$ cat src/rtl/mem_pkg.sv
// Shared size codes, controller states and byte-count helper for the MEM-stage data path.
package mem_pkg;

   localparam logic [1:0] SZ_BYTE   = 2'b00;
   localparam logic [1:0] SZ_HALF   = 2'b01;
   localparam logic [1:0] SZ_WORD   = 2'b10;
   localparam logic [1:0] SZ_DOUBLE = 2'b11;

   typedef enum logic [1:0] {
      IDLE = 2'b00,
      ACC1 = 2'b01,
      ACC2 = 2'b10,
      DONE = 2'b11
   } state_e;

   function automatic logic [3:0] size_bytes(input logic [1:0] size);
      case (size)
         SZ_BYTE: return 4'd1;
         SZ_HALF: return 4'd2;
         SZ_WORD: return 4'd4;
         default: return 4'd8;
      endcase
   endfunction

endpackage

$ cat src/rtl/load_extend.sv
// Sign/zero extension of raw RAM read data; shared with the writeback stage.
module load_extend
   import mem_pkg::*;
(
   input  logic [1:0]  i_size,
   input  logic        i_signed,
   input  logic [31:0] i_raw,
   output logic [31:0] o_data
);

   always_comb begin
      o_data = i_raw;
      case (i_size)
         SZ_BYTE: o_data = {{24{i_signed & i_raw[7]}}, i_raw[7:0]};
         SZ_HALF: o_data = {{16{i_signed & i_raw[15]}}, i_raw[15:0]};
         default: o_data = i_raw;
      endcase
   end

endmodule

$ cat src/rtl/data_mem_ctrl.sv
// MEM-stage sequencer in front of the 256x8 big-endian data RAM: checks requests,
// drives registered RAM pins one clean cycle per word and returns extended load data.
module data_mem_ctrl
   import mem_pkg::*;
#(
   parameter int unsigned MEM_BYTES = 256
) (
   input  logic        i_clk,
   input  logic        i_rst_n,
   input  logic        i_req,
   input  logic        i_load,
   input  logic [1:0]  i_size,
   input  logic        i_signed,
   input  logic [31:0] i_addr,
   input  logic [31:0] i_store_data,
   input  logic [31:0] i_store_data2,
   output logic        o_busy,
   output logic        o_done,
   output logic        o_fault,
   output logic [31:0] o_load_data,
   output logic [31:0] o_load_data2,
   output logic        o_ram_enable,
   output logic        o_ram_rw,
   output logic [31:0] o_ram_address,
   output logic [31:0] o_ram_data_in,
   output logic [1:0]  o_ram_size,
   input  logic [31:0] i_ram_data_out
);

   state_e      r_state, w_state_d;

   logic        r_load, r_signed;
   logic [1:0]  r_size;
   logic [31:0] r_addr, r_store_data2;

   logic        r_busy, r_done, r_fault, r_ram_en, r_ram_rw;
   logic [31:0] r_ram_addr, r_ram_din, r_load_data, r_load_data2;
   logic [1:0]  r_ram_size;

   logic        w_busy_d, w_done_d, w_fault_d, w_ram_en_d, w_ram_rw_d;
   logic [31:0] w_ram_addr_d, w_ram_din_d, w_load_data_d, w_load_data2_d;
   logic [1:0]  w_ram_size_d;

   logic [32:0] w_last;
   logic        w_misalign, w_fault, w_accept;
   logic [31:0] w_ext;

   // 33-bit end address so requests near 0xFFFFFFFF fault instead of wrapping
   assign w_last   = {1'b0, i_addr} + {29'b0, size_bytes(i_size)} - 33'd1;
   assign w_fault  = w_misalign || (w_last >= 33'(MEM_BYTES));
   assign w_accept = (r_state == IDLE) && i_req;

   always_comb begin
      case (i_size)
         SZ_BYTE: w_misalign = 1'b0;
         SZ_HALF: w_misalign = i_addr[0];
         default: w_misalign = (i_addr[1:0] != 2'b00);
      endcase
   end

   load_extend u_load_extend (
      .i_size   (r_size),
      .i_signed (r_signed),
      .i_raw    (i_ram_data_out),
      .o_data   (w_ext)
   );

   always_ff @(posedge i_clk or negedge i_rst_n) begin
      if (!i_rst_n) begin
         r_state <= IDLE;
      end else begin
         r_state <= w_state_d;
      end
   end

   always_comb begin
      w_state_d = r_state;
      case (r_state)
         IDLE: if (i_req) w_state_d = w_fault ? DONE : ACC1;
         ACC1: w_state_d = (r_size == SZ_DOUBLE) ? ACC2 : DONE;
         ACC2: w_state_d = DONE;
         DONE: w_state_d = IDLE;
      endcase
   end

   // Next values for the output flops; ACC1 is entered only from IDLE, so it uses live inputs.
   always_comb begin
      w_busy_d     = 1'b0;
      w_done_d     = 1'b0;
      w_fault_d    = 1'b0;
      w_ram_en_d   = 1'b0;
      w_ram_rw_d   = 1'b0;
      w_ram_addr_d = '0;
      w_ram_din_d  = '0;
      w_ram_size_d = SZ_BYTE;
      case (w_state_d)
         IDLE: ;
         ACC1: begin
            w_busy_d     = 1'b1;
            w_ram_en_d   = 1'b1;
            w_ram_rw_d   = ~i_load;
            w_ram_addr_d = i_addr;
            w_ram_din_d  = i_store_data;
            w_ram_size_d = (i_size == SZ_DOUBLE) ? SZ_WORD : i_size;
         end
         ACC2: begin
            w_busy_d     = 1'b1;
            w_ram_en_d   = 1'b1;
            w_ram_rw_d   = ~r_load;
            w_ram_addr_d = r_addr + 32'd4;
            w_ram_din_d  = r_store_data2;
            w_ram_size_d = SZ_WORD;
         end
         DONE: begin
            w_busy_d  = 1'b1;
            w_done_d  = 1'b1;
            w_fault_d = (r_state == IDLE);
         end
      endcase

      w_load_data_d  = r_load_data;
      w_load_data2_d = r_load_data2;
      if (r_state == ACC1 && r_load) w_load_data_d  = w_ext;
      if (r_state == ACC2 && r_load) w_load_data2_d = i_ram_data_out;
   end

   always_ff @(posedge i_clk or negedge i_rst_n) begin
      if (!i_rst_n) begin
         r_load        <= 1'b0;
         r_signed      <= 1'b0;
         r_size        <= SZ_BYTE;
         r_addr        <= '0;
         r_store_data2 <= '0;
         r_busy        <= 1'b0;
         r_done        <= 1'b0;
         r_fault       <= 1'b0;
         r_ram_en      <= 1'b0;
         r_ram_rw      <= 1'b0;
         r_ram_addr    <= '0;
         r_ram_din     <= '0;
         r_ram_size    <= SZ_BYTE;
         r_load_data   <= '0;
         r_load_data2  <= '0;
      end else begin
         if (w_accept) begin
            r_load        <= i_load;
            r_signed      <= i_signed;
            r_size        <= i_size;
            r_addr        <= i_addr;
            r_store_data2 <= i_store_data2;
         end
         r_busy       <= w_busy_d;
         r_done       <= w_done_d;
         r_fault      <= w_fault_d;
         r_ram_en     <= w_ram_en_d;
         r_ram_rw     <= w_ram_rw_d;
         r_ram_addr   <= w_ram_addr_d;
         r_ram_din    <= w_ram_din_d;
         r_ram_size   <= w_ram_size_d;
         r_load_data  <= w_load_data_d;
         r_load_data2 <= w_load_data2_d;
      end
   end

   assign o_busy        = r_busy;
   assign o_done        = r_done;
   assign o_fault       = r_fault;
   assign o_load_data   = r_load_data;
   assign o_load_data2  = r_load_data2;
   assign o_ram_enable  = r_ram_en;
   assign o_ram_rw      = r_ram_rw;
   assign o_ram_address = r_ram_addr;
   assign o_ram_data_in = r_ram_din;
   assign o_ram_size    = r_ram_size;

endmodule

$ cat config.mk
export PLATFORM = sky130hd
export DESIGN_NAME = data_mem_ctrl
export DESIGN_NICKNAME = d
export VERILOG_FILES = /design/src/rtl/mem_pkg.sv /design/src/rtl/load_extend.sv /design/src/rtl/data_mem_ctrl.sv
export SDC_FILE = /design/constraint.sdc
export NUM_CORES = 1
export LEC_CHECK = 0
export CAP_MARGIN = 20
export CORE_AREA = 2 2 186 188
export CTS_CLUSTER_DIAMETER = 40
export DETAILED_ROUTE_END_ITERATION = 10
export DIE_AREA = 0 0 188 190
export SLEW_MARGIN = 25
export SYNTH_ARGS = -nofsm -noshare
export SYNTH_HDL_FRONTEND = slang
export SYNTH_SLANG_ARGS = --single-unit
$ cat constraint.sdc
create_clock -name i_clk -period 3 [get_ports i_clk]
set_input_delay 0.3 -clock i_clk [delete_from_list [all_inputs] [get_ports i_clk]]
set_output_delay 0.3 -clock i_clk [all_outputs]
set_load 0.01 [all_outputs]
-- Yosys cells after proc, flatten, opt, wreduce, memory -nomap -nowiden
Index checks and enable logic that the tools add are counted.
- output and inout port bits: 135
- input bits: 135
- word-level logic and storage cells: 61
- flip-flop bits (word level): 205
- bitwise operators: 4
- reduce and logical (&&, ||, !) cells: 10
- $lt $le $gt $ge: 1
- $add $sub $neg: 3
- mux-type cells: 16
- eq/ne operators: 11
- operators by type and width (cell ; count):
    one-hot mux 32 bit (2 select lines) ; 3
    adder 32 x 4 -> 33 bit ; 1
    greater-or-equal comparator 33 x 9 -> 1 bit (second input constant) ; 1
    subtractor 33 x 1 -> 33 bit (second input constant) ; 1
    adder 32 x 3 -> 32 bit (second input constant) ; 1
    == test 2 bit (second input constant) ; 7
    one-hot mux 4 bit (3 select lines) ; 1
    == test 2 x 1 -> 1 bit (second input constant) ; 4
    one-hot mux 2 bit (4 select lines) ; 1
    logical NOT 2 bit ; 3
    two-way mux 2 bit ; 3
    two-way mux 1 bit ; 5
    one-hot mux 1 bit (2 select lines) ; 2
    one-hot mux 2 bit (2 select lines) ; 1
    logical AND 1 bit ; 3
    OR reduction 3 bit ; 1
    bitwise AND 1 bit ; 2
    inverter 1 bit ; 2
    nonzero test 2 bit ; 1
    OR reduction 2 bit ; 1
    logical OR 1 bit ; 1

-- Logic depth before layout (Yosys ltp)
Gate-level depths: netlist of run 1.
- word-level depth: 12
- mapped depth: 23
- gate-level depth less buffers: 21

-- Modules after synthesis
A second synthesis of run 1 with hierarchy kept.
- cells, all modules: 979
- area total of the unflattened synthesis: 10457.5 um^2
- modules (own cells, without submodules) (module ; times used ; seq. area each (um^2) ; area each (um^2) ; cells each):
    data_mem_ctrl ; 1 ; 5129.9 ; 10072.2 ; 913
    load_extend ; 1 ; 0.0 ; 385.4 ; 66

-- Worst setup path after synthesis of run 1
OpenSTA, ideal clock, no wires.
- kind: input port to flip-flop
- start point: in i_size[1]
- end point: reg r_ram_din[10] (netlist: o_ram_data_in[10])
- stages on the path: 22
- required time: 2.879 ns
- buffers on the path: 2
- path slack: -1.569 ns
- setup time: 0.121 ns
- arrival: 4.448 ns
- cell sequence: or2_2 ha_1 inv_1 ha_1 inv_1 fa_1 nand2b_1 a21oi_2 o211a_2 a31oi_4 o31a_4 o21bai_1 xor2_1 a2111oi_2 nand4_1 nor4_2 or2_1 ha_1 and2_1 clkbuf_1 clkbuf_1 a22o_1
- word-level cells in the longest chain between the ends: 11
- elaborated cells between the ends (all ways): 15
- classes of those cells: 2 x add/sub; 1 x order compare; 4 x eq/ne; 6 x mux; 2 x reduce/logical
- ends and longest elaborated chain (element ; RTL line ; RTL):
    start: declaration ; data_mem_ctrl.sv:12 ; input logic [1:0] i_size,
    == test 2 bit (tied with other cells) ; mem_pkg.sv:17 ; case (size)
    one-hot mux 4 bit (3 select lines) ; mem_pkg.sv:17 ;
    adder 32 x 4 -> 33 bit ; data_mem_ctrl.sv:49 ; assign w_last = {1'b0, i_addr} + {29'b0, size_bytes(i_size)} - 33'd1;
    subtractor 33 x 1 -> 33 bit ; data_mem_ctrl.sv:49 ;
    greater-or-equal comparator 33 x 9 -> 1 bit ; data_mem_ctrl.sv:50 ; assign w_fault = w_misalign || (w_last >= 33'(MEM_BYTES));
    logical OR 1 bit (*) ; data_mem_ctrl.sv:50 ;
    two-way mux 2 bit (*) (2 in a row) ; data_mem_ctrl.sv:79 ; IDLE: if (i_req) w_state_d = w_fault ? DONE : ACC1;
    one-hot mux 2 bit (4 select lines) (*) ; data_mem_ctrl.sv:78 ; case (r_state)
    == test 2 bit or == test 2 x 1 -> 1 bit (tied branches) ; data_mem_ctrl.sv:96 ; case (w_state_d)
    one-hot mux 32 bit (2 select lines) (*) ; data_mem_ctrl.sv:96 ;
    via w_ram_din_d[10] ; data_mem_ctrl.sv:41 ; logic [31:0] w_ram_addr_d, w_ram_din_d, w_load_data_d, w_load_data2_d;
    end signal: assignment ; data_mem_ctrl.sv:158 ; r_ram_din <= w_ram_din_d;
    end: declaration ; data_mem_ctrl.sv:37 ; logic [31:0] r_ram_addr, r_ram_din, r_load_data, r_load_data2;
Mark *: on every way through the listed nets, which the timed path passes. The rest lies on a longest branch.
A chain may end at the register's enable or synchronous reset.

-- Worst setup path after layout of run 1
- start point: in i_size[1]
- end point: reg r_ram_din[25] (netlist: o_ram_data_in[25])
The elaborated chain is that of the path after synthesis.

==> results.md, run 1 <==
- Status: complete, but fails checks
- Failing checks: negative setup slack
- Core box area: about 0.034 mm2
- Static leakage: around 0.0073 uW
- Final TNS setup: -65.21 ns
- Die height: around 190 um
- Final setup fails: 72
- Period utilisation layout: 132%
- Wire per inst: approximately 18 um
- Total wire length: 34,500 um
- Largest family of logic cells by synthesized area: compound AO/OA/AOI/OAI gates
- Critical path data required time: 3.40 ns
- Place WS: -1.99 ns
- Post-synth EDFFs: 0
- Max clock buf depth: 3
- R2r setup slk: -0.45 ns
- First-pass GRT wire length: between 50,000 and 60,000 um
- Placed cell count: around 1.8k
- Total track usage: 18.9%
- I/O Pins: between 200 and 300
- Crit end category: flip-flop
- Area of the die: 0.0357 mm2
- Gr ovfl total: 0
- Initial antenna violation count: 3
- Sw frac: 35.8%
- Average size of a mapped cell: about 10 um2
- Register area share after synthesis: between 50% and 60%
- Worst-path clk slew: roughly 0.060 ns
- Peak Freq: 252 MHz
- Port Buf Inserts: roughly 270
- Area growth from synthesis to layout: 65.1%
- WS Path Type: input port to flip-flop
- Most common cell after layout, fill and taps aside: clkdlybuf4s50_1
- Post-Layout Cell Count: between 1.5k and 2k
- Final Critical Period: ~4 ns
- Syn Nets: between 1k and 1.5k
- P_int: roughly 11,000 uW
- Clock latency on the worst-skew pair: 0.51 ns
- Most frequent cells in the layout: clkdlybuf4s50_1, dfrtp_1, buf_4, nand2_1, mux2_2
- Post-DP HPWL: about 24,000 um
- Largest net degree at the start of global routing: 81
- Max cap viols: 0
- Final net count: between 1.5k and 2k
- Detail Route Antenna Nets: 0
- Combinational share of power: around half
- Synth Area in Adders: under 10%
- Vias per cell: 4.77
- Post-synthesis mux area share: ~8%
- DR DRC count: 0
- First-pass DRT Iterations: 4
- H-tree Lvls: 2
- GPL Wtd Cong: 0.920
- Post-synthesis cell count: roughly 960
- P per Cell Area: 1010 mW/mm2
- Post-Synth XOR/XNOR Area: roughly 3.4%
- Floorplan die width: around 190 um
- RSZ-0062 raised after global routing: true
- Asr flop ratio synth: 100%
- Synth Area in Simple Gates: approximately an eighth
- Starting Density: 29.3%
- Filler Cell Count: 3,079
- Worst setup SP type: input port
- Reg power frac: between 20% and 30%
- Slew @ Worst Pin: ~0.88 ns
- Via count: around 9k
- Hold crit path type: input port to flip-flop
- Initial drt markers: approximately 330
- CTS Buf Count: 34
- Synth Warn #: 0
- Fin. max-slew vios: 0
- Worst Setup Slack, final: -0.962 ns
- Vias in the first global route: about 9.1k
- Clock network power share: roughly 23%
- Peak VDD IR: roughly 0.00064 V
- Final clock skew: 0.0270 ns
- Synth Flop Type: dfrtp_1
- Sw Pwr: 5950 uW
- CTS tree: yes
- Compound-Gate Fraction of Synth Area: approximately 15%
- Yosys reg bits: between 200 and 250
- Hold Fails Final Rpt: 0
- Synth Cell Area: just under 0.01 mm2
- Rows: ~70
- Layout cells sized above 1: between 20% and 30%
- Rel. slew slack: around 41%
- CTS Root Cell: clkbuf_16
- Clk sinks: 205
- Crit path DAT: around 4.4 ns
- Max Fanout on Critical Path: 9
- Distinct cells, synth: 64
kinds of logic after synthesis:
logic type | count (synthesis)
AND/OR/NAND/NOR | 261
adder cells (fa/ha/maj) | 45
flip-flops | 205
AO/OA/AOI/OAI | 236
XOR/XNOR | 39
multiplexers | 71
buffers and inverters | 101
registers in the layout, summed over array words and instances, names as in the netlist:
register	cells
o_load_data2	32
o_load_data	32
o_ram_address	32
o_ram_data_in	32
r_addr	32
r_store_data2	32
o_ram_size	2
r_size	2
r_state	2
o_busy	1
o_done	1
o_fault	1
o_ram_enable	1
o_ram_rw	1
r_load	1
r_signed	1
metal layers:
layer  vias up  global-route usage [%]  share of wire [%]
met1      4388                    23.7                 42
met4         4                    4.97                2.0
met5         -                       0              0.067
met2       295                    32.9                 49
met3        52                    4.41                6.6
li1       4304                       -                  -
stage by stage:
step                total power [uW]  cell area, um2  hold slack [ns]  utilization (%)
floorplan                       8190           10200          0.00441                -
global placement               10800           14500            0.380             42.6
detailed placement             11000           14500            0.382             42.6
CTS                            16800           16300            0.143             47.9
global route                   17600           16400           0.0537             48.4
finish                         16600           16400           0.0639             48.4
critical path, cell delays in order:
cell and delay [ns]:
buf_8 0.10, or2_4 0.25, ha_4 0.17, inv_4 0.05, ha_4 0.13, inv_2 0.04
fa_2 0.33, nand2b_4 0.15, a21oi_4 0.12, o211a_4 0.20, a31oi_4 0.11, o31a_4 0.32
nor3_4 0.17, nor4_2 0.08, a2111oi_2 0.32, nand4_1 0.21, nor4_4 0.33, or2_4 0.20
ha_4 0.21, buf_6 0.13, and2_4 0.19, a22o_1 0.22
final cells by class:
cell class                 instances  area (um2)  share of cell area, %
clock buffer                      39         911                   5.55
sequential                       205        5130                   31.2
multi-input combinational        657        4990                   30.4
clock inverter                    23         230                   1.40
antenna                            1        2.50                 0.0152
timing repair buffer             458        4370                   26.6
inverter                          59         224                   1.36
tap                              455         569                   3.47
Yosys cell counts, types with 3 or more instances:
master / instances / share of area, %
a211oi_1: 3 / 0.23
a21o_1: 3 / 0.23
a21oi_1: 45 / 2.3
a21oi_2: 3 / 0.26
a221oi_1: 3 / 0.26
a22o_1: 32 / 2.8
a31oi_1: 11 / 0.69
and2_1: 6 / 0.38
and3_1: 6 / 0.38
buf_1: 4 / 0.15
buf_2: 3 / 0.15
clkbuf_1: 34 / 1.3
dfrtp_1: 205 / 52
ha_1: 44 / 5.5
inv_1: 59 / 2.2
mux2_2: 69 / 7.8
nand2_1: 133 / 5.0
nand2b_1: 8 / 0.50
nand3_1: 16 / 0.81
nand4_1: 8 / 0.50
nor2_1: 54 / 2.0
nor3_1: 8 / 0.40
nor4_1: 5 / 0.31
o211a_1: 3 / 0.30
o211ai_1: 5 / 0.38
o21a_1: 3 / 0.23
o21ai_0: 69 / 3.5
o21bai_1: 3 / 0.23
o22ai_1: 33 / 2.1
o31ai_1: 3 / 0.23
xnor2_1: 18 / 1.6
xor2_1: 21 / 1.8
path summary, 6_finish.rpt:
kind | start | depth (start not counted) | endpoint
max | i_size[1] | 22 | o_ram_data_in[25]
min | i_size[0] | 2 | r_size[0]
max reg2reg | r_state[1] | 15 | o_ram_data_in[25]
min reg2reg | o_load_data[2] | 2 | o_load_data[2]
max in group asynchronous | i_rst_n | 3 | r_state[1]
min in group asynchronous | i_rst_n | 2 | o_load_data2[31]
timing repair:
item                       4_1_cts  5_1_grt
hold buffers                     1        0
hold endpoints to repair        75        0
cloned                          12        2
setup endpoints to repair       72       72
pin swaps                       31       41
resized for setup               65       58
setup buffers                   14        8
power groups by stage:
stage / combinational [uW] / clock [uW] / sequential, uW
CTS: 8290 / 3920 / 4630
global route: 8780 / 4050 / 4770
floorplan: 3350 / 0 / 4840
detailed placement: 6340 / 0 / 4660
global placement: 6210 / 0 / 4620
finish: 8180 / 3830 / 4620
Note: power is estimated with default switching activity, not from simulation.
==> run 2: changes to the inputs <==
SLEW_MARGIN = not set   (was 25)
==> results of run 2 <==
No change in the layout: final DEF, timing and power equal those of run 1.
==> run 3: changes to the inputs <==
PLACE_DENSITY = 0.57   (was not set)
==> results.md, run 3 (synthesized netlist as in run 1, its figures left out) <==
- P per Cell Area: between 1000 and 1500 mW/mm2
- Most frequent cells in the layout: clkdlybuf4s50_1, dfrtp_1, buf_4, nand2_1, mux2_2
- Clk sinks: 205
- Largest net degree at the start of global routing: 82
- Area after DPL: 0.0145 mm2
- H-tree Lvls: 2
- FF+latch area: between 0.005 and 0.006 mm2
- Fin. max-slew vios: 0
- Status: complete, but fails checks
- CP cell instances: clkdlybuf4s50_1 > inv_1 > ha_4 > inv_1 > nand2_1 > o22ai_1 > nor4_1 > o2111ai_1 > a2111oi_1 > nand4_1 > nor4_2 > nand4_1 > nor4_4 > or2_4 > ha_4 > buf_6 > buf_6 > and2_4 > a22o_1
- Vias in the first global route: around 9.3k
- Rel. slew slack: 46.2%
- First-pass DRT Iterations: 5
- WS Path Type: input port to flip-flop
- Final Critical Period: 4.07 ns
- Crit path DAT: ~4.5 ns
- Failing checks: negative setup slack
- Port Buf Inserts: ~270
- Starting Density: between 20% and 30%
- Final clock skew: between 0.02 and 0.025 ns
- Critical path data required time: 3.40 ns
- Critical path depth: 19
- Multi-input gate area: roughly 0.0048 mm2
- RSZ-0062 raised after global routing: true
- Hold WS: ~0.048 ns
- Reg-to-Reg Start: r_state[0]
- Origin of the worst setup path: i_addr[11]
- Worst hold path cell count: 2
- Filler Cell Count: about 3.1k
- Crit end category: flip-flop
- Final Cell Area: around 0.016 mm2
- R2r setup slk: -0.90 ns
- Initial drt markers: 370
- Most common cell after layout, fill and taps aside: clkdlybuf4s50_1
- Floorplan die width: ~190 um
- CP top delay family: simple AND/OR/NAND/NOR gates
- Vias per cell: between 4 and 5
- Worst setup SP type: input port
- Initial antenna violation count: 0
- Via count: between 9k and 10k
- Area growth from synthesis to layout: 65.6%
- DR DRC count: 0
- R2R depth: 16
- Wire per inst: 18.2 um
- Max Fanout on Critical Path: 8
- Static leakage: about 0.0074 uW
- Clock latency on the worst-skew pair: ~0.50 ns
- GPL Wtd Cong: approximately 0.9
- CTS Root Cell: clkbuf_16
- Max clock buf depth: 3
- I/O Pins: 270
- CTS Buf Count: 34
- CTS tree: yes
- Hold Fails Final Rpt: 0
- Crit path to: o_ram_data_in[7]
- Worst Setup Slack, final: -1.07 ns
- First-pass GRT wire length: 53,400 um
- Die height: 190 um
- Peak VDD IR: between 0.0004 and 0.0005 V
- Slew @ Worst Pin: between 0.7 and 0.8 ns
- Total wire length: between 30,000 and 40,000 um
- Slowest cell on crit path: clkdlybuf4s50_1
- Worst-path clk slew: 0.06 ns
- Diode count: 0
- Area of the die: about 0.036 mm2
- Gr ovfl total: 0
- Detail Route Antenna Nets: 0
- Rows: 68
- Worst path max stage delay: roughly 0.52 ns
- Peak Freq: 245 MHz
- Final net count: between 1.5k and 2k
- Post-DP HPWL: ~24,000 um
- Max cap viols: 0
- Worst R2R End: o_ram_data_in[7]
- Core box area: 0.0339 mm2
- Period utilisation layout: 136%
- Total track usage: between 10% and 20%
- Final TNS setup: -69.21 ns
- Layout cells sized above 1: between 20% and 30%
- Hold crit path type: input port to flip-flop
- Critical path buffers and inverters: 5
- Final setup fails: 72
[run 3: changes by cell type in the layout (fill, tap and decap cells not counted), sizes merged]
cell,previous run,this run
buf,190,196
clkbuf,40,46
dlygate4sd2,1,6
dlymetal6s2s,5,0
clkinvlp,7,4
bufinv,2,4
clkinv,11,9
clkdlybuf4s15,1,0
diode,1,0
inv,62,61
[run 3: worst min path at each step]
stage                         start               end  slack [ns]
after detailed placement    i_rst_n  o_load_data2[29]        0.40
after global routing      i_size[0]         r_size[0]        0.04
final                     i_size[0]         r_size[0]        0.05
after floorplan             i_rst_n            o_busy       0.004
after CTS                 i_size[0]         r_size[0]        0.03
after global placement      i_rst_n   o_load_data[25]        0.40
[run 3: where the power goes]
| group | leakage [uW] | internal (uW) | total, uW | switching [uW] |
|---|---|---|---|---|
| clock | 0.000577 | 2610 | 4000 | 1380 |
| combinational | 0.00425 | 4680 | 8540 | 3860 |
| sequential | 0.00255 | 3960 | 4600 | 642 |
[run 3: layer usage]
metal,track usage (%),share of wire [%],wire (um),up-vias
met2,32.6,48,16800,278
met1,24.3,43,14800,4372
li1,-,-,-,4319
met4,6.30,3.0,1030,0
met5,0,0,0,-
met3,4.26,5.8,2020,63
[run 3: worst register-to-register path, stage by stage, from the launching register on]
cell	delay (ns)
dfrtp_1	0.38
inv_1	0.08
ha_1	0.17
nand3_1	0.14
a221oi_1	0.36
o2111ai_1	0.28
a2111oi_1	0.34
nand4_1	0.15
nor4_2	0.33
nand4_1	0.18
nor4_4	0.32
or2_4	0.19
ha_4	0.21
buf_6	0.13
buf_6	0.12
and2_4	0.19
a22o_1	0.24
[run 3: what timing repair did]
item	CTS	global route
hold buffers	1	0
resized for setup	84	17
cloned	12	2
pin swaps	40	15
setup endpoints to repair	72	72
hold endpoints to repair	79	0
buffers inserted	15	1
[run 3: area by class of cell]
cell class | count | share of cell area, %
clock inverters | 19 | 1.45
well taps | 455 | 3.46
repair buffers | 466 | 27.4
inverters | 59 | 1.36
flip-flops and latches | 205 | 31.2
clock buffers | 42 | 5.78
multi-input cells | 657 | 29.4
[run 3: through the flow]
stage          total power, uW  util, %  setup WS (ns)  std cells
6_report                 17100     48.5          -1.07       1903
5_1_grt                  18200     48.5          -1.24       1903
4_1_cts                  17100     48.2         -0.903       1900
3_5_place_dp             11100     42.8          -2.17       1811
3_3_place_gp             10900     42.8          -2.01       1811
2_1_floorplan             8190        -          -1.16        958
